--- config.mk ---
export PLATFORM = sky130hd
export DESIGN_NAME = alu_sin_deserializer
export DESIGN_NICKNAME = d
export VERILOG_FILES = /design/src/rtl/alu_pkg.sv /design/src/rtl/alu_frame_rx.sv /design/src/rtl/alu_sin_deserializer.sv
export SDC_FILE = /design/constraint.sdc
export NUM_CORES = 1
export LEC_CHECK = 0
export CORE_AREA = 2 2 115 117
export CTS_BUF_LIST = sky130_fd_sc_hd__clkbuf_4 sky130_fd_sc_hd__clkbuf_8
export DETAILED_ROUTE_END_ITERATION = 8
export DIE_AREA = 0 0 117 119
export GPL_TIMING_DRIVEN = 0
export PLACE_DENSITY_LB_ADDON = 0.08
export SLEW_MARGIN = 20
export SYNTH_ARGS = -nofsm -noshare
export SYNTH_HDL_FRONTEND = slang
export SYNTH_SLANG_ARGS = --single-unit
--- constraint.sdc ---
create_clock -name clk -period 9.6 [get_ports clk]
set_clock_uncertainty 0.1 [all_clocks]
set_input_delay 0.96 -clock clk [delete_from_list [all_inputs] [get_ports clk]]
set_output_delay 0.96 -clock clk [all_outputs]
set_load 0.02 [all_outputs]
--- src/rtl/alu_pkg.sv ---
// Shared definitions for the serial ALU operand deserializer: operation codes,
// framing constants, error-flag positions and the packet CRC.
package alu_pkg;

    typedef enum logic [2:0] {
        OP_AND = 3'b000,
        OP_OR  = 3'b001,
        OP_ADD = 3'b100,
        OP_SUB = 3'b101
    } operation_t;

    typedef enum logic [1:0] {
        ST_IDLE,
        ST_RECV,
        ST_CHECK
    } pkt_state_t;

    localparam int FRAME_LEN   = 11;
    localparam int DATA_FRAMES = 8;

    localparam int ERR_DATA = 2;
    localparam int ERR_CRC  = 1;
    localparam int ERR_OP   = 0;

    function automatic logic is_valid_op(input logic [2:0] op);
        case (op)
            OP_AND, OP_OR, OP_ADD, OP_SUB: return 1'b1;
            default:                       return 1'b0;
        endcase
    endfunction

    // CRC-4, x^4+x+1, init 0, MSB of the vector shifted in first.
    function automatic logic [3:0] crc4(input logic [67:0] vec);
        logic [3:0] c;
        logic       fb;
        c = 4'b0000;
        for (int i = 67; i >= 0; i--) begin
            fb = c[3] ^ vec[i];
            c  = {c[2:0], 1'b0};
            if (fb) c = c ^ 4'b0011;
        end
        return c;
    endfunction

endpackage

--- src/rtl/alu_frame_rx.sv ---
// Single-frame receiver: detects the start bit, collects ctl + 8 data bits MSB
// first and reports the stop-bit outcome combinationally on the stop-bit edge.
module alu_frame_rx
    import alu_pkg::*;
(
    input  logic       clk,
    input  logic       rst_n,
    input  logic       i_sin,
    output logic       o_start,
    output logic       o_ctl,
    output logic [7:0] o_data,
    output logic       o_frame_ok,
    output logic       o_frame_err
);

    localparam logic [3:0] STOP_IDX = 4'(FRAME_LEN - 1);

    logic [3:0] r_bit;
    logic [8:0] r_shift;
    logic       w_at_stop;

    // r_bit == 0 means idle; 1..9 sample ctl/data, STOP_IDX samples the stop bit.
    always_ff @(posedge clk or negedge rst_n) begin
        if (!rst_n) begin
            r_bit <= '0;
        end else if (r_bit == '0) begin
            if (!i_sin) r_bit <= 4'd1;
        end else if (r_bit == STOP_IDX) begin
            r_bit <= '0;
        end else begin
            r_bit <= r_bit + 4'd1;
        end
    end

    always_ff @(posedge clk) begin
        if (r_bit != '0 && r_bit != STOP_IDX)
            r_shift <= {r_shift[7:0], i_sin};
    end

    assign w_at_stop   = (r_bit == STOP_IDX);
    assign o_start     = (r_bit == '0) && !i_sin;
    assign o_ctl       = r_shift[8];
    assign o_data      = r_shift[7:0];
    assign o_frame_ok  = w_at_stop && i_sin;
    assign o_frame_err = w_at_stop && !i_sin;

endmodule

--- src/rtl/alu_sin_deserializer.sv ---
// Packet layer: eight data frames build operands A and B, a command frame
// carries op + CRC; the packet is validated and published on the final stop edge.
module alu_sin_deserializer
    import alu_pkg::*;
(
    input  logic        clk,
    input  logic        rst_n,
    input  logic        sin,
    output logic [31:0] a_out,
    output logic [31:0] b_out,
    output logic [2:0]  op_out,
    output logic        out_valid,
    output logic        err_valid,
    output logic [2:0]  err_flags
);

    localparam logic [3:0] FULL_CNT = 4'(DATA_FRAMES);
    localparam logic [3:0] HALF_CNT = 4'(DATA_FRAMES / 2);

    pkt_state_t  r_state;
    pkt_state_t  w_state_nxt;
    logic [3:0]  r_cnt;
    logic [31:0] r_a;
    logic [31:0] r_b;

    logic        w_start;
    logic        w_ctl;
    logic [7:0]  w_data;
    logic        w_frame_ok;
    logic        w_frame_err;
    logic        w_done;
    logic [2:0]  w_op;
    logic [3:0]  w_crc_rx;
    logic        w_err_data;
    logic        w_err_crc;
    logic        w_err_op;
    logic [2:0]  w_flags;
    logic        w_to_check;
    logic        w_shift_in;

    alu_frame_rx u_frame_rx (
        .clk         (clk),
        .rst_n       (rst_n),
        .i_sin       (sin),
        .o_start     (w_start),
        .o_ctl       (w_ctl),
        .o_data      (w_data),
        .o_frame_ok  (w_frame_ok),
        .o_frame_err (w_frame_err)
    );

    assign w_done   = w_frame_ok | w_frame_err;
    assign w_op     = w_data[6:4];
    assign w_crc_rx = w_data[3:0];

    // A framing/count problem makes the op and CRC fields meaningless, so it masks them.
    assign w_err_data = w_frame_err | (w_ctl ? (r_cnt != FULL_CNT) : (r_cnt == FULL_CNT));
    assign w_err_op   = !w_err_data && w_ctl && !is_valid_op(w_op);
    assign w_err_crc  = !w_err_data && w_ctl &&
                        (crc4({r_a, r_b, 1'b1, w_op}) != w_crc_rx);

    always_comb begin
        w_flags           = '0;
        w_flags[ERR_DATA] = w_err_data;
        w_flags[ERR_CRC]  = w_err_crc;
        w_flags[ERR_OP]   = w_err_op;
    end

    assign w_to_check = (r_state == ST_RECV) && w_done && (w_ctl || w_err_data);
    assign w_shift_in = (r_state == ST_RECV) && w_frame_ok && !w_ctl && (r_cnt != FULL_CNT);

    always_ff @(posedge clk or negedge rst_n) begin
        if (!rst_n) r_state <= ST_IDLE;
        else        r_state <= w_state_nxt;
    end

    always_comb begin
        w_state_nxt = r_state;
        case (r_state)
            ST_IDLE:  if (w_start) w_state_nxt = ST_RECV;
            ST_RECV:  if (w_done)  w_state_nxt = w_to_check ? ST_CHECK : ST_IDLE;
            // A start bit seen during CHECK opens the next packet immediately.
            ST_CHECK: w_state_nxt = w_start ? ST_RECV : ST_IDLE;
            default:  w_state_nxt = ST_IDLE;
        endcase
    end

    always_ff @(posedge clk or negedge rst_n) begin
        if (!rst_n) begin
            r_cnt <= '0;
            r_a   <= '0;
            r_b   <= '0;
        end else if (r_state == ST_CHECK) begin
            r_cnt <= '0;
            r_a   <= '0;
            r_b   <= '0;
        end else if (w_shift_in) begin
            r_cnt <= r_cnt + 4'd1;
            if (r_cnt < HALF_CNT) r_a <= {r_a[23:0], w_data};
            else                  r_b <= {r_b[23:0], w_data};
        end
    end

    // Results are registered on the final stop edge, so pulses coincide with CHECK.
    always_ff @(posedge clk or negedge rst_n) begin
        if (!rst_n) begin
            a_out     <= '0;
            b_out     <= '0;
            op_out    <= '0;
            out_valid <= 1'b0;
            err_valid <= 1'b0;
            err_flags <= '0;
        end else begin
            out_valid <= 1'b0;
            err_valid <= 1'b0;
            err_flags <= '0;
            if (w_to_check) begin
                if (w_flags == '0) begin
                    out_valid <= 1'b1;
                    a_out     <= r_a;
                    b_out     <= r_b;
                    op_out    <= w_op;
                end else begin
                    err_valid <= 1'b1;
                    err_flags <= w_flags;
                end
            end
        end
    end

endmodule

* Word level (Yosys, flattened, before mapping)
Cells that the tools add are included.
** Cells by class
- Add/subtract/negate cells :: 2
- Order comparisons :: 1
- Equal/unequal tests :: 14
- Multiplexer cells :: 92
- Bitwise gates (word level) :: 135
- Reduce and logical (&&, ||, !) cells :: 29
** Operators by type and width (number)
- 2-to-1 mux 32 bit :: 6
- 2-to-1 mux 2 bit :: 71
- inverter 2 bit :: 67
- XOR 1 bit :: 64
- 2-to-1 mux 4 bit :: 5
- logical AND 1 bit :: 12
- adder 4 x 1 -> 4 bit, second input constant :: 2
- == test 4 bit, second input constant :: 2
- != test 2 bit, second input constant :: 4
- != test 4 bit, second input constant :: 2
- AND reduction 2 bit :: 4
- 2-to-1 mux 1 bit :: 7
- == test 3 bit, second input constant :: 2
- zero test 3 bit :: 2
- 2-to-1 mux 3 bit :: 2
- one-hot mux 2 bit (3 select lines) :: 1
- zero test 1 bit :: 4
- zero test 4 bit :: 1
- less-than comparator 4 x 3 -> 1 bit, second input constant :: 1
- != test 4 bit :: 1
- nonzero test 2 bit :: 2
- nonzero test 4 bit :: 1
- OR reduction 4 bit :: 1
- == test 3 x 1 -> 1 bit, second input constant :: 1
- other kinds (6) :: 8
** Storage, ports and cells
- Register bits after elaboration :: 155
- Word-level logic and storage cells :: 285

* Longest topological paths before layout
- Word-level depth :: 140
- Depth in mapped cells :: 14
- Mapped depth without buffers :: 11

* By module
From an unflattened synthesis, not the netlist that was laid out.
** Unflattened totals
- Cell total of the unflattened synthesis :: 621
- Area total of the unflattened synthesis :: 7354.6 um2
** Modules (own cells, without submodules)
- alu_sin_deserializer :: instances 1, cells each 579, area an instance 6782.8 um2
- alu_frame_rx :: instances 1, cells each 42, area an instance 571.8 um2

* Worst setup path before layout
No wires, ideal clock.
- Path type :: register to register
- From :: register r_a[29]
- To :: register op_out[0]
- Arrival :: 4.275 ns
- Data required time :: 9.372 ns
- Slack :: 5.097 ns
- Cell stages (with the launch flop) :: 14
- Path buffers :: 2
- Period minus slack after synthesis :: 4.503 ns
- Path through :: dfrtp_1 > xnor2_1 > xnor3_1 > xor2_1 > xnor3_1 > xnor3_1 > xor3_1 > nor3_1 > o21ai_0 > mux4_2 > nor4_4 > buf_4 > buf_6 > mux2_1
** On the way
- Longest elaborated chain between the ends :: 72
- Elaborated cells on any way between the ends :: 193
- Those cells by class :: eq/ne (1); mux (65); bitwise (124); reduce/logical (3)
** Ends and longest elaborated chain
- from (decl) :: line alu_sin_deserializer.sv:23 : logic [31:0] r_a;
- from (signal assigned) :: line alu_sin_deserializer.sv:99 : if (r_cnt < HALF_CNT) r_a <= {r_a[23:0], w_data};
- XOR 1 bit (*) :: line alu_pkg.sv:38 : fb = c[3] ^ vec[i];
- 2-to-1 mux 2 bit (*) :: line alu_pkg.sv:40 : if (fb) c = c ^ 4'b0011;
- inverter 2 bit (no line)
- 2-to-1 mux 2 bit :: line alu_pkg.sv:40
- XOR 1 bit :: line alu_pkg.sv:38
- 2-to-1 mux 2 bit :: line alu_pkg.sv:40
- inverter 2 bit (no line)
- 2-to-1 mux 2 bit :: line alu_pkg.sv:40
- (+56 left out)
- XOR 1 bit :: line alu_pkg.sv:38
- 2-to-1 mux 2 bit :: line alu_pkg.sv:40
- inverter 2 bit (no line)
- 2-to-1 mux 2 bit :: line alu_pkg.sv:40
- != test 4 bit (*) :: line alu_sin_deserializer.sv:60 : (crc4({r_a, r_b, 1'b1, w_op}) != w_crc_rx);
- logical AND 1 bit (*) :: line alu_sin_deserializer.sv:59 : assign w_err_crc = !w_err_data && w_ctl &&
- zero test 3 bit (*) :: line alu_sin_deserializer.sv:118 : if (w_flags == '0) begin
- AND reduction 2 bit (no line) (*)
- to (signal assigned) :: line alu_sin_deserializer.sv:122 : op_out <= w_op;
- to (decl) :: line alu_sin_deserializer.sv:11 : output logic [2:0] op_out,
Every way passes the cells marked *; elsewhere a longest branch is shown, timed or not.
A chain may end at the register's enable or synchronous reset.

* Final worst setup path
- From :: register r_a[29]
- To :: register b_out[5]
** On the way
- Longest elaborated chain between the ends :: 72
- Elaborated cells on any way between the ends :: 193
- Those cells by class :: eq/ne (1); mux (65); bitwise (124); reduce/logical (3)
** Ends and longest elaborated chain
- XOR 1 bit (*) :: line alu_pkg.sv:38
- 2-to-1 mux 2 bit (*) :: line alu_pkg.sv:40
- inverter 2 bit (no line)
- 2-to-1 mux 2 bit :: line alu_pkg.sv:40
- XOR 1 bit :: line alu_pkg.sv:38
- 2-to-1 mux 2 bit :: line alu_pkg.sv:40
- inverter 2 bit (no line)
- 2-to-1 mux 2 bit :: line alu_pkg.sv:40
- (+56 left out)
- XOR 1 bit :: line alu_pkg.sv:38
- 2-to-1 mux 2 bit :: line alu_pkg.sv:40
- inverter 2 bit (no line)
- 2-to-1 mux 2 bit :: line alu_pkg.sv:40
- != test 4 bit (*) :: line alu_sin_deserializer.sv:60
- logical AND 1 bit (*) :: line alu_sin_deserializer.sv:59
- zero test 3 bit (*) :: line alu_sin_deserializer.sv:118
- AND reduction 2 bit (no line) (*)
- to (signal assigned) :: line alu_sin_deserializer.sv:121 : b_out <= r_b;
- to (decl) :: line alu_sin_deserializer.sv:10 : output logic [31:0] b_out,
Marks and branches as above.

==> summary.md <==
The floorplan die height was 119 um. Clock transition at the register clock pins on the worst setup and hold paths after CTS: 0.08 ns. The Yosys step of the flow raised 0 warnings. The detailed router placed 5043 vias in this run.

The logs give 0.5246 for the sequential-to-total area share from yosys stat and 1364 uW for the net switching power of the design. For the total wirelength of the detailed-routed design, the log shows 16180 um. Tracing the worst setup path back leads to its startpoint at r_a[29]. The number of cells on the worst reg-to-reg path is 13. The most repeated library cell on the critical path is sky130_fd_sc_hd__xnor2_1. In this run, distinct cell masters in the synthesized netlist total 39. In the routed layout, each cell is associated on average with a via count of 5.487. Setup repair after global routing left no endpoint under its margin.

For the pin with the worst max-slew slack, the measured transition is 0.6335 ns. The layout cell share with drive strength beyond 1 is 0.1117. The count of routing violations after the opening detailed-route iteration is 434. TritonCTS built the clock tree. The quantity of I/O buffers inserted on ports is 74.

Post-CTS timing repair inserted 0 buffers for setup. For the pin count of the biggest net entering global routing, the log shows 89. The average detailed-routed wire length per instance is 17.60 um, and the row count is 42.

The run finished with clean final reports. The H-tree generated during clock tree synthesis spans 4 levels. The launch instance of the worst register-to-register path was r_a[29]. Standby leakage power: 0.004287 uW.

For this design the ratio of total power to cell area is 375.2 nW/um^2. Remaining max-slew budget at the tightest pin: 0.5777. Kind of cell adding the most delay to the critical path: XOR/XNOR gates.

The count of nets left with antenna violations once routing finished came out at 0. The mapped netlist covers 7480 um^2. The path category of the worst min-delay check is input pin to asynchronous set/reset pin.

Max-cap violations in this run came to 0. The capture point of the worst reg-to-reg path was b_out[5]. STA classifies the critical path endpoint as a register. The wire-length estimate of the detail-placed layout is 11540 um. The worst setup path endpoint was b_out[5]. The congestion estimate from routability-driven global placement came to 0.8353. The worst setup path is of the register to register kind. In this run the register-to-register setup slack is 4.39 ns. 75 I/O pins were placed. Clock tree synthesis found a total of 155 sinks.

The standard cell area after detailed placement is 8473 um^2, and the internal power is 1959 uW. 0 antenna diodes ended up in the layout. The cell count after synthesis came out at 636. In this run the number of cells on the critical path is 13. The library cell contributing the largest single delay on the critical path was sky130_fd_sc_hd__mux4_2. The post-layout net count was 738; the total iterations of the first detailed-routing run was 5. In this design, the stage delay of the slowest critical-path cell is 0.54 ns. STA classifies the critical path startpoint as a register. The synthesized design contains 155 register bits. The clock group share of total power is 0.142, and the count of final max-slew check failures is 0. The run gives 0.2514 as the global router's overall resource usage.

Counting along the longest clock path gives a buffer depth of 2. After global routing the overflow that remains totals 0. The CTS buffer count came out at 17.

The clock period minus final worst setup slack came out at 5.213 ns. After clock tree synthesis, the repair step resized 0 gates. The register share of total power is 0.245, and the die span in x is 117 um. The via count of the first global-routing pass is 5047, and the maximum achievable frequency is 191.8 MHz.

For the number of nets in the synthesized netlist, the log shows 644. The first-pass GRT wire length was 26280 um; the highest net fanout along the worst path was 10. The ratio of final minimum period to clock period was 0.5430; the total die area was 13920 um^2.

The switching fraction of total power works out to 0.4105. The initial cell density of the core is 0.5810. For the final core utilization, the log shows 0.6879.

In this run, post-CTS hold repair placed 0 buffers. The area growth from synthesis to layout is 18.40%. The combinational cell fraction of total power was 0.613; the final routed DRC violation total was 0. The total of fill cells in the finished design is 1010.

Across the VDD grid, the largest voltage drop is 0.4982 mV. The number of failing hold endpoints at the final stage came out at 0. For the post-route cell area, the log shows 8856 um^2. Adding up every negative setup slack in the final design gives 0 ns.

Data on the critical path arrives at its endpoint at 5.47 ns. Number of antenna violations at the first check in global routing: 0. Setup violations remaining at the end of the flow were counted as 0. The run gives 12870 um^2 as the standard cell core area. The tools report the clock root buffer as sky130_fd_sc_hd__clkbuf_8. The critical path goes through xnor2_1 -> xnor3_1 -> xnor2_1 -> xnor2_1 -> xnor3_1 -> xor3_1 -> nor3_1 -> o21ai_0 -> mux4_2 -> nor4_4 -> buf_4 -> buf_6 -> mux2_1.

For the worst setup path, the data required time is 9.85 ns. For the worst-skew pair, the clock arrives at the later sink with an insertion delay of 0.47 ns. A synthesized cell averages 11.76 um^2. Counting both buffers and inverters, the worst setup path holds a total of 2.
## area by class of cell
type                            count  area (um^2)  share of cell area
Clock inverter                     13        117.6             0.01328
Buffer                             29        138.9             0.01568
Multi-Input combinational cell    445         3395              0.3833
Timing Repair Buffer               75        773.2             0.08731
Clock buffer                       19        261.5             0.02953
Sequential cell                   155         3924              0.4431
Inverter                            7        26.28            0.002967
Tap cell                          176        220.2             0.02487
## stage by stage
step	hold WS, ns	worst slack [ns]	cells	total power, uW
floorplan	0.3497	5.097	636	2505
global placement	0.3706	1.862	886	2745
detailed placement	0.3751	4.434	887	2835
CTS	0.3148	4.409	919	3317
global route	0.3302	4.116	919	3530
finish	0.3016	4.387	919	3323
## cell usage after synthesis
library cell,count,area [um^2]
sky130_fd_sc_hd__dfrtp_1,146,3654
sky130_fd_sc_hd__nand2_1,132,495.5
sky130_fd_sc_hd__xnor2_1,78,683.2
sky130_fd_sc_hd__nand3_1,47,235.2
sky130_fd_sc_hd__mux2_2,37,416.7
sky130_fd_sc_hd__mux2_1,29,326.6
sky130_fd_sc_hd__xnor3_1,23,518.0
sky130_fd_sc_hd__a21oi_1,21,105.1
sky130_fd_sc_hd__xor2_1,20,175.2
sky130_fd_sc_hd__clkbuf_1,15,56.30
sky130_fd_sc_hd__nor2_1,11,41.29
sky130_fd_sc_hd__edfxtp_1,9,270.3
sky130_fd_sc_hd__nor3_1,9,45.04
sky130_fd_sc_hd__o21ai_0,9,45.04
sky130_fd_sc_hd__buf_1,7,26.28
sky130_fd_sc_hd__inv_1,7,26.28
sky130_fd_sc_hd__ha_1,5,62.56
sky130_fd_sc_hd__buf_2,3,15.01
sky130_fd_sc_hd__buf_6,3,33.78
sky130_fd_sc_hd__nand2b_1,3,18.77
sky130_fd_sc_hd__nor2b_1,3,18.77
sky130_fd_sc_hd__xor3_1,2,47.55
sky130_fd_sc_hd__a21o_1,1,7.510
sky130_fd_sc_hd__and2_1,1,6.260
sky130_fd_sc_hd__and3_1,1,6.260
sky130_fd_sc_hd__and4b_1,1,10.01
sky130_fd_sc_hd__buf_4,1,7.510
sky130_fd_sc_hd__mux4_2,1,22.52
sky130_fd_sc_hd__nand3b_1,1,7.510
sky130_fd_sc_hd__nand4_1,1,6.260
sky130_fd_sc_hd__nor4_1,1,6.260
sky130_fd_sc_hd__nor4_4,1,21.27
sky130_fd_sc_hd__o21a_1,1,7.510
sky130_fd_sc_hd__o21ai_1,1,5.000
sky130_fd_sc_hd__o31ai_1,1,7.510
sky130_fd_sc_hd__o32ai_1,1,8.760
sky130_fd_sc_hd__o41a_1,1,11.26
sky130_fd_sc_hd__or2_2,1,6.260
sky130_fd_sc_hd__xnor2_2,1,16.27
## how the worst min path moves through the flow
stage | startpoint | to | slack [ns] | cells past startpoint
2_1_floorplan | u_frame_rx.r_shift[7] | u_frame_rx.r_shift[8] | 0.35 | 0
3_3_place_gp | a_out[25] | a_out[25] | 0.37 | 1
3_5_place_dp | a_out[20] | a_out[20] | 0.38 | 1
4_1_cts | rst_n | a_out[24] | 0.31 | 1
5_1_grt | rst_n | r_a[28] | 0.33 | 1
6_report | rst_n | a_out[24] | 0.30 | 1
## worst reg2reg max path, delay by kind of cell (launching register included)
kind | cells | cell delay (ns)
muxes | 2 | 0.88
buffers and inverters | 2 | 0.50
xor gates and xnor gates | 6 | 2.37
and+or+nand+nor | 2 | 0.66
DFF | 1 | 0.46
AOI/OAI and AO/OA | 1 | 0.14
## power by group through the flow
stage	logic (uW)	registers [uW]	clock network, uW
2_1_floorplan	1710	794	0
3_3_place_gp	1920	824	0
3_5_place_dp	2010	826	0
4_1_cts	2020	813	481
5_1_grt	2200	822	509
6_report	2040	815	470
## metal layers
metal,track usage,vias to the layer above,part of all wire
met5,0,-,0
met4,0.1044,0,0.028
met3,0.05649,32,0.052
met2,0.3880,141,0.49
met1,0.3454,2555,0.42
li1,-,2315,-
## sequential cells by signal, indices dropped and copies added, names as in the netlist
signal,flops
r_state,2
err_flags,3
r_cnt,4
op_out,3
err_valid,1
r_a,32
u_frame_rx.r_bit,4
r_b,32
a_out,32
u_frame_rx.r_shift,9
b_out,32
out_valid,1
## kinds of logic (layout without fill, tap and decap cells)
kind of cell             count (synthesis)  count (layout)  share of synthesized area
flip-flops                             155             155                     0.5246
XOR/XNOR                               124             124                     0.1925
AND/OR/NAND/NOR                        213             213                     0.1236
multiplexers                            67              67                     0.1024
AO/OA/AOI/OAI                           36              36                    0.02643
buffers and inverters                   36             143                    0.02208
adder cells (fa/ha/maj)                  5               5                   0.008364
## placed cells by master, fill, tap and decap left out, drive strengths merged, types with 2 or more instances in the layout
cell,netlist,final
nor2b,3,3
ha,5,5
nor4,2,2
clkinv,0,7
nand2,132,132
clkinvlp,0,2
mux2,66,66
buf,14,16
nand3,47,47
clkdlybuf4s50,0,73
inv,7,10
xor3,2,2
nand2b,3,3
nor3,9,9
xnor3,23,23
o21ai,10,10
clkbuf,15,34
edfxtp,9,9
xor2,20,20
a21oi,21,21
nor2,11,11
xnor2,79,79
dfrtp,146,146
Note: power is estimated with default switching activity, not from simulation.
